$ cat config.mk
export PLATFORM = sky130hd
export DESIGN_NAME = instr_queue
export DESIGN_NICKNAME = d
export VERILOG_FILES = /design/src/rtl/instr_queue.sv
export SDC_FILE = /design/constraint.sdc
export NUM_CORES = 1
export LEC_CHECK = 0
export CAP_MARGIN = 30
export CORE_MARGIN = 4
export CORE_UTILIZATION = 35
export DETAILED_ROUTE_END_ITERATION = 12
export SYNTH_ARGS = -nofsm -noshare
export SYNTH_HDL_FRONTEND = slang
export SYNTH_SLANG_ARGS = --single-unit
export TNS_END_PERCENT = 1
$ cat constraint.sdc
create_clock -name clk_i -period 14.4 [get_ports clk_i]
set_input_delay 2.16 -clock clk_i [delete_from_list [all_inputs] [get_ports clk_i]]
set_output_delay 2.16 -clock clk_i [all_outputs]
set_load 0.02 [all_outputs]
$ cat src/rtl/instr_queue.sv
// Fetch-to-decode instruction queue: circular FIFO with flush, exception cause per entry.
// Define INSTR_QUEUE_BYPASS_EN to present an incoming entry to decode in the same cycle when empty.
module instr_queue #(
  parameter int unsigned DEPTH = 4
) (
  input  logic                   clk_i,
  input  logic                   rst_i,
  input  logic                   flush_i,
  input  logic                   valid_i,
  input  logic [63:0]            pc_i,
  input  logic [31:0]            inst_i,
  input  logic                   ex_valid_i,
  input  logic [63:0]            ex_cause_i,
  output logic                   ready_o,
  output logic                   valid_o,
  output logic [63:0]            pc_o,
  output logic [31:0]            inst_o,
  output logic [63:0]            ex_cause_o,
  input  logic                   ready_i,
  output logic [$clog2(DEPTH):0] count_o
);
  localparam int unsigned AW = $clog2(DEPTH);
  localparam logic [AW:0] FULL = (AW+1)'(DEPTH);
  localparam logic [31:0] NOP = 32'h0000_0013;
  localparam logic [63:0] CAUSE_NONE = 64'hFF;

  logic [63:0]   pc_mem    [DEPTH];
  logic [31:0]   inst_mem  [DEPTH];
  logic [63:0]   cause_mem [DEPTH];

  logic [AW-1:0] rd_ptr_q, rd_ptr_d;
  logic [AW-1:0] wr_ptr_q, wr_ptr_d;
  logic [AW:0]   cnt_q, cnt_d;
  logic          bypass;
  logic          push;
  logic          pop_mem;
  logic [63:0]   in_cause;

`ifdef INSTR_QUEUE_BYPASS_EN
  assign bypass = (cnt_q == '0) && valid_i && !flush_i;
`else
  assign bypass = 1'b0;
`endif

  assign in_cause = ex_valid_i ? ex_cause_i : CAUSE_NONE;
  assign ready_o  = (cnt_q != FULL);
  assign valid_o  = (cnt_q != '0) || bypass;
  assign count_o  = cnt_q;

  // A bypassed entry that decode takes immediately is never written.
  assign push    = valid_i && ready_o && !(bypass && ready_i);
  assign pop_mem = (cnt_q != '0) && ready_i;

  always_comb begin
    pc_o       = '0;
    inst_o     = NOP;
    ex_cause_o = CAUSE_NONE;
    if (bypass) begin
      pc_o       = pc_i;
      inst_o     = inst_i;
      ex_cause_o = in_cause;
    end else if (cnt_q != '0) begin
      pc_o       = pc_mem[rd_ptr_q];
      inst_o     = inst_mem[rd_ptr_q];
      ex_cause_o = cause_mem[rd_ptr_q];
    end
  end

  always_comb begin
    rd_ptr_d = rd_ptr_q;
    wr_ptr_d = wr_ptr_q;
    cnt_d    = cnt_q;
    if (flush_i) begin
      rd_ptr_d = '0;
      wr_ptr_d = '0;
      cnt_d    = '0;
    end else begin
      if (push)    wr_ptr_d = wr_ptr_q + AW'(1);
      if (pop_mem) rd_ptr_d = rd_ptr_q + AW'(1);
      case ({push, pop_mem})
        2'b10:   cnt_d = cnt_q + (AW+1)'(1);
        2'b01:   cnt_d = cnt_q - (AW+1)'(1);
        default: cnt_d = cnt_q;
      endcase
    end
  end

  always_ff @(posedge clk_i or posedge rst_i) begin
    if (rst_i) begin
      rd_ptr_q <= '0;
      wr_ptr_q <= '0;
      cnt_q    <= '0;
    end else begin
      rd_ptr_q <= rd_ptr_d;
      wr_ptr_q <= wr_ptr_d;
      cnt_q    <= cnt_d;
    end
  end

  always_ff @(posedge clk_i) begin
    if (push && !flush_i) begin
      pc_mem[wr_ptr_q]    <= pc_i;
      inst_mem[wr_ptr_q]  <= inst_i;
      cause_mem[wr_ptr_q] <= in_cause;
    end
  end

endmodule

# Word-level counts from Yosys, hierarchy flattened
# Memory sizes are Yosys's and may differ from the RTL's.
# Index checks and enable logic that the tools add are counted.
# word_totals
reg_bits	7
latchBits	0
ramBits	640
romBits	0
in_bits	166
output_inout_bits	165
elab_cells	33
memories	3
# mem_list
name	words	width	read_ports	rd_clocked_by_memory_dff	write_ports	line	rtl
cause_mem	4	64	1	0	1	29	logic [63:0] cause_mem [DEPTH];
pc_mem	4	64	1	0	1	27	logic [63:0] pc_mem [DEPTH];
inst_mem	4	32	1	0	1	28	logic [31:0] inst_mem [DEPTH];
# op_classes
addsub	4
n_mul	0
div_mod_pow	0
n_lt_le_gt_ge	0
eq_ne	3
shift	0
n_mux	12
bitwise_logic	0
n_reduce_logical	8
# ops
cell	n
2-to-1 mux 64 bit	3
2-to-1 mux 32 bit	1
2-to-1 mux 2 bit	4
one-hot mux 3 bit (2 select lines)	1
nonzero test 3 bit	2
adder 2 x 1 -> 2 bit (second input constant)	2
nonzero test 2 bit	2
adder 3 x 1 -> 3 bit (second input constant)	1
logical AND 1 bit	3
2-to-1 mux 3 bit	1
!= test 3 bit (second input constant)	1
subtractor 3 x 1 -> 3 bit (second input constant)	1
equality test 2 x 1 -> 1 bit (second input constant)	1
equality test 2 bit (second input constant)	1
2-to-1 mux 1 bit	2
zero test 1 bit	1

# Depth between registers and ports, before layout
# logic_depth
word_depth	5
ltp_mapped	11
depth_no_buf	10

# Worst setup path before layout
# Ideal clock, no wire load.
# synth_path
kind	input -> register
from	input valid_i
to	memory cause_mem[0][0] (enable)
setup_time_ps	540
arrival_time_ps	6412
t_required_ps	13860
path_slack_ps	7448
stages	4
n_path_buf	1
cell_sequence	clkbuf_1 nand2_1 nor2_1 and2_1
# synth_via
elab_chain_len	4
# synth_rtl
element	line	rtl
start: declaration	9	input logic valid_i,
logical AND 1 bit	51	assign push = valid_i && ready_o && !(bypass && ready_i);
logical AND 1 bit	101	if (push && !flush_i) begin
2-to-1 mux 1 bit	101	
2-to-1 mux 1 bit (implied by the code)	104	cause_mem[wr_ptr_q] <= in_cause;
end: declaration	29	
# Every way passes these cells.

# Worst setup path in the final report
# layout_path
from	register rd_ptr_q[1]
to	output inst_o[30]
# layout_via
elab_chain_len	2
# layout_rtl
element	line	rtl
start: declaration	31	logic [AW-1:0] rd_ptr_q, rd_ptr_d;
start signal: assignment	94	rd_ptr_q <= rd_ptr_d;
memory read (4 x 32 bit)	n/a	
2-to-1 mux 32 bit	62	end else if (cnt_q != '0) begin
end: declaration	17	output logic [31:0] inst_o,
# Every way passes these cells.

==> flow_summary.ini <==
[synthesis]
ys.flop_type = edfxtp_1
synth_cell_types = 30
ys_async_sr_fraction_pct = 1.08
post-synth-top-area-cell = edfxtp_1
synth.area.top_cells = edfxtp_1, mux4_2, and2_1
synth_fp_nets = 1320
yosysWarnings = 0
yosysSeqAreaShare_pct = 77.3
post_synth_inst_count = 1149
synth_seq_cells = 647
synth_edf_count = 640
synth_area_mm2 = 0.0251
avgSynthCellArea_um2 = 21.8
synth_top_cell_area_share_pct = 76.6

[sta]
finalCritPeriodShare_pct = 42.7
hold_viol = 0
rsz0062_at_grt = false
setup-violations-final = 0
relSlewSlack_pct = 30.6
min_period_ns = 6.15
fin_setup_tns_ns = 0
tightest_slew_ns = 1.04
clock_skew_ns = 0.0135
setup_ws_ns = 8.25
fin_hold_ws_ns = 0.569
final_max_slew_viol_count = 0
max_freq_mhz = 163

[clocking]
cts_sinks = 647
clk_pin_slew_ns = 0.06
cts_tree = yes
cts_resized = 0
cts_root_buf = clkbuf_16
cts_max_level = 3
cts.path.max_buffers = 3
tritoncts.num_buffers = 71
postCtsHoldBufs = 0
worstSkewPairLatency_ns = 0.59
cts_setup_buffers = 0

[setup_path]
cp_max_fo = 54
crit_family = buffers and inverters
worst-path-buf-inv = 3
critPathArrivalTime_ns = 3.99
r2r_end = cause_mem[0][22]
cp-end-kind = output pin
critPathMaxStageDelay_ns = 0.81
critPathKind = reg2out
crit_path_start_kind = register
r2r_slack_ns = 11.19
ff2ff_path_depth = 5
required_ns = 12.24
crit_slowest_cell = dfrtp_4
r2r_start = count_o[0]
crit_top_cell = buf_4
path_cells = buf_4 -> buf_4 -> mux4_2 -> and2_1 -> clkdlybuf4s50_1

[run_status]
status = finished, final reports clean

[pwr]
combPwrFrac_pct = 19.3
seqPwrFrac_pct = 44.8
p_sw_mw = 1.21
p_clk_share_pct = 35.9
swShare_pct = 24.9
peakVddDrop_v = 0.0000806
p_leak_nw = 9.96
p_int_mw = 3.65
power_density_mw_per_mm2 = 153

[floorplan]
start_util_pct = 35.6
placementRows = 97
ios = 331
core_mm2 = 0.0705
fp.dieH_um = 276
dieArea_mm2 = 0.0760
die_w_um = 276

[layout]
final_common_cell = edfxtp_1
final_nets = 1678
design_area_mm2 = 0.0317
drive_gt1_share_pct = 18.5
syn_to_final_growth_pct = 26.5
final_cell_mix = edfxtp_1, clkdlybuf4s50_1, and2_1
fillers = 5990

[hold_path]
hold_class = reg2reg
hold_path_end = wr_ptr_q[1]
hold_start = wr_ptr_q[1]
min_delay_path_depth = 2

[route]
wl_um = 56000
detail-route-antenna-nets = 0
viasPerCell = 4.87
wl_per_cell_um = 22.4
route.detailed.drc = 0
vias = 12200
drtIter0Drc = 938
first_pass_iters = 5

[job]
maxCapViolCount = 0

[placed_design]
gp_congestion = 0.681
placed_cell_area_mm2 = 0.0295
dpl.hpwl_um = 32600
io_buffers = 330
pre_cts_ws_ns = 8.71

[global_routing]
track_usage_pct = 14.6
antenna_found_initial = 5
grt_pass1_wl_um = 82900
grt_overflow = 0
grt_max_degree = 118
grt_pass1_vias = 13200
==> worst min-delay path, cell delays in order, from the launching register on <==
cell     delay, ns
dfrtp_1       0.40
nand2_1       0.07
a21oi_1       0.06
==> how the worst max path moves through the flow <==
stage,to,from,depth (start not counted),slack [ns]
finish,inst_o[30],rd_ptr_q[1],5,8.25
global route,ex_cause_o[20],rd_ptr_q[1],5,7.97
CTS,ex_cause_o[20],rd_ptr_q[1],5,8.05
detailed placement,ex_cause_o[62],rd_ptr_q[1],5,8.71
global placement,ex_cause_o[51],rd_ptr_q[1],5,8.17
floorplan,cause_mem[0][0],valid_i,4,7.45
==> cell families (layout without fill, tap and decap cells) <==
kind of cell	after synthesis	count (layout)	synth area share (%)
xor gates and xnor gates	4	4	0.140
and+or+nand+nor	256	256	6.23
other	0	5	0
muxes	161	161	14.4
adders and majority gates	5	5	0.279
AOI/OAI and AO/OA	9	9	0.215
buffers and inverters	67	476	1.39
DFF	647	647	77.3
==> registers in the layout (all words and copies together), names as in the netlist <==
register,flops
pc_mem,256
wr_ptr_q,2
rd_ptr_q,2
cause_mem,256
inst_mem,128
count_o,3
==> per-stage QoR <==
step           cells  power, mW  util (%)
2_1_floorplan   1149       2.75         -
3_3_place_gp    2369       3.16      41.6
3_5_place_dp    2374       3.17      41.8
4_1_cts         2498       4.94      45.0
5_1_grt         2499       5.07      45.0
6_report        2503       4.85      45.0
==> layer usage <==
layer,routed length (um),track usage [%],up-vias
met4,1060,4.53,4
li1,-,-,5352
met2,27600,24.0,339
met5,27,0,-
met3,3740,3.81,73
met1,23500,19.2,6425
==> power groups by stage <==
stage               Combinational [mW]  Sequential, mW  Clock (mW)
floorplan                        0.540            2.21           0
finish                           0.935            2.18        1.74
CTS                              0.963            2.18        1.80
global route                      1.01            2.18        1.88
detailed placement               0.958            2.22           0
global placement                 0.932            2.22           0
==> area by class of cell <==
cell class | count | area, um2 | share of cell area (%)
well taps | 940 | 1180 | 3.71
inverters | 4 | 17.5 | 0.0552
flip-flops and latches | 647 | 19400 | 61.2
clock inverters | 38 | 390 | 1.23
repair buffers | 348 | 3530 | 11.1
multi-input cells | 435 | 5350 | 16.8
diodes | 5 | 12.5 | 0.0394
clock buffers | 86 | 1850 | 5.84
==> Yosys cell counts (2+ instances only) <==
cell type	number
xnor2_1	2
or2_1	11
nand3_1	4
edfxtp_1	640
o21ai_0	3
ha_1	4
nor3_1	2
mux4_2	160
nand2_1	6
xor2_1	2
buf_6	10
and2_1	209
clkbuf_1	41
buf_4	3
a21oi_1	3
nor2_1	10
nand2b_1	9
buf_2	9
dfrtp_1	7
inv_1	4
No activity file was read; power rests on OpenSTA's default activity.
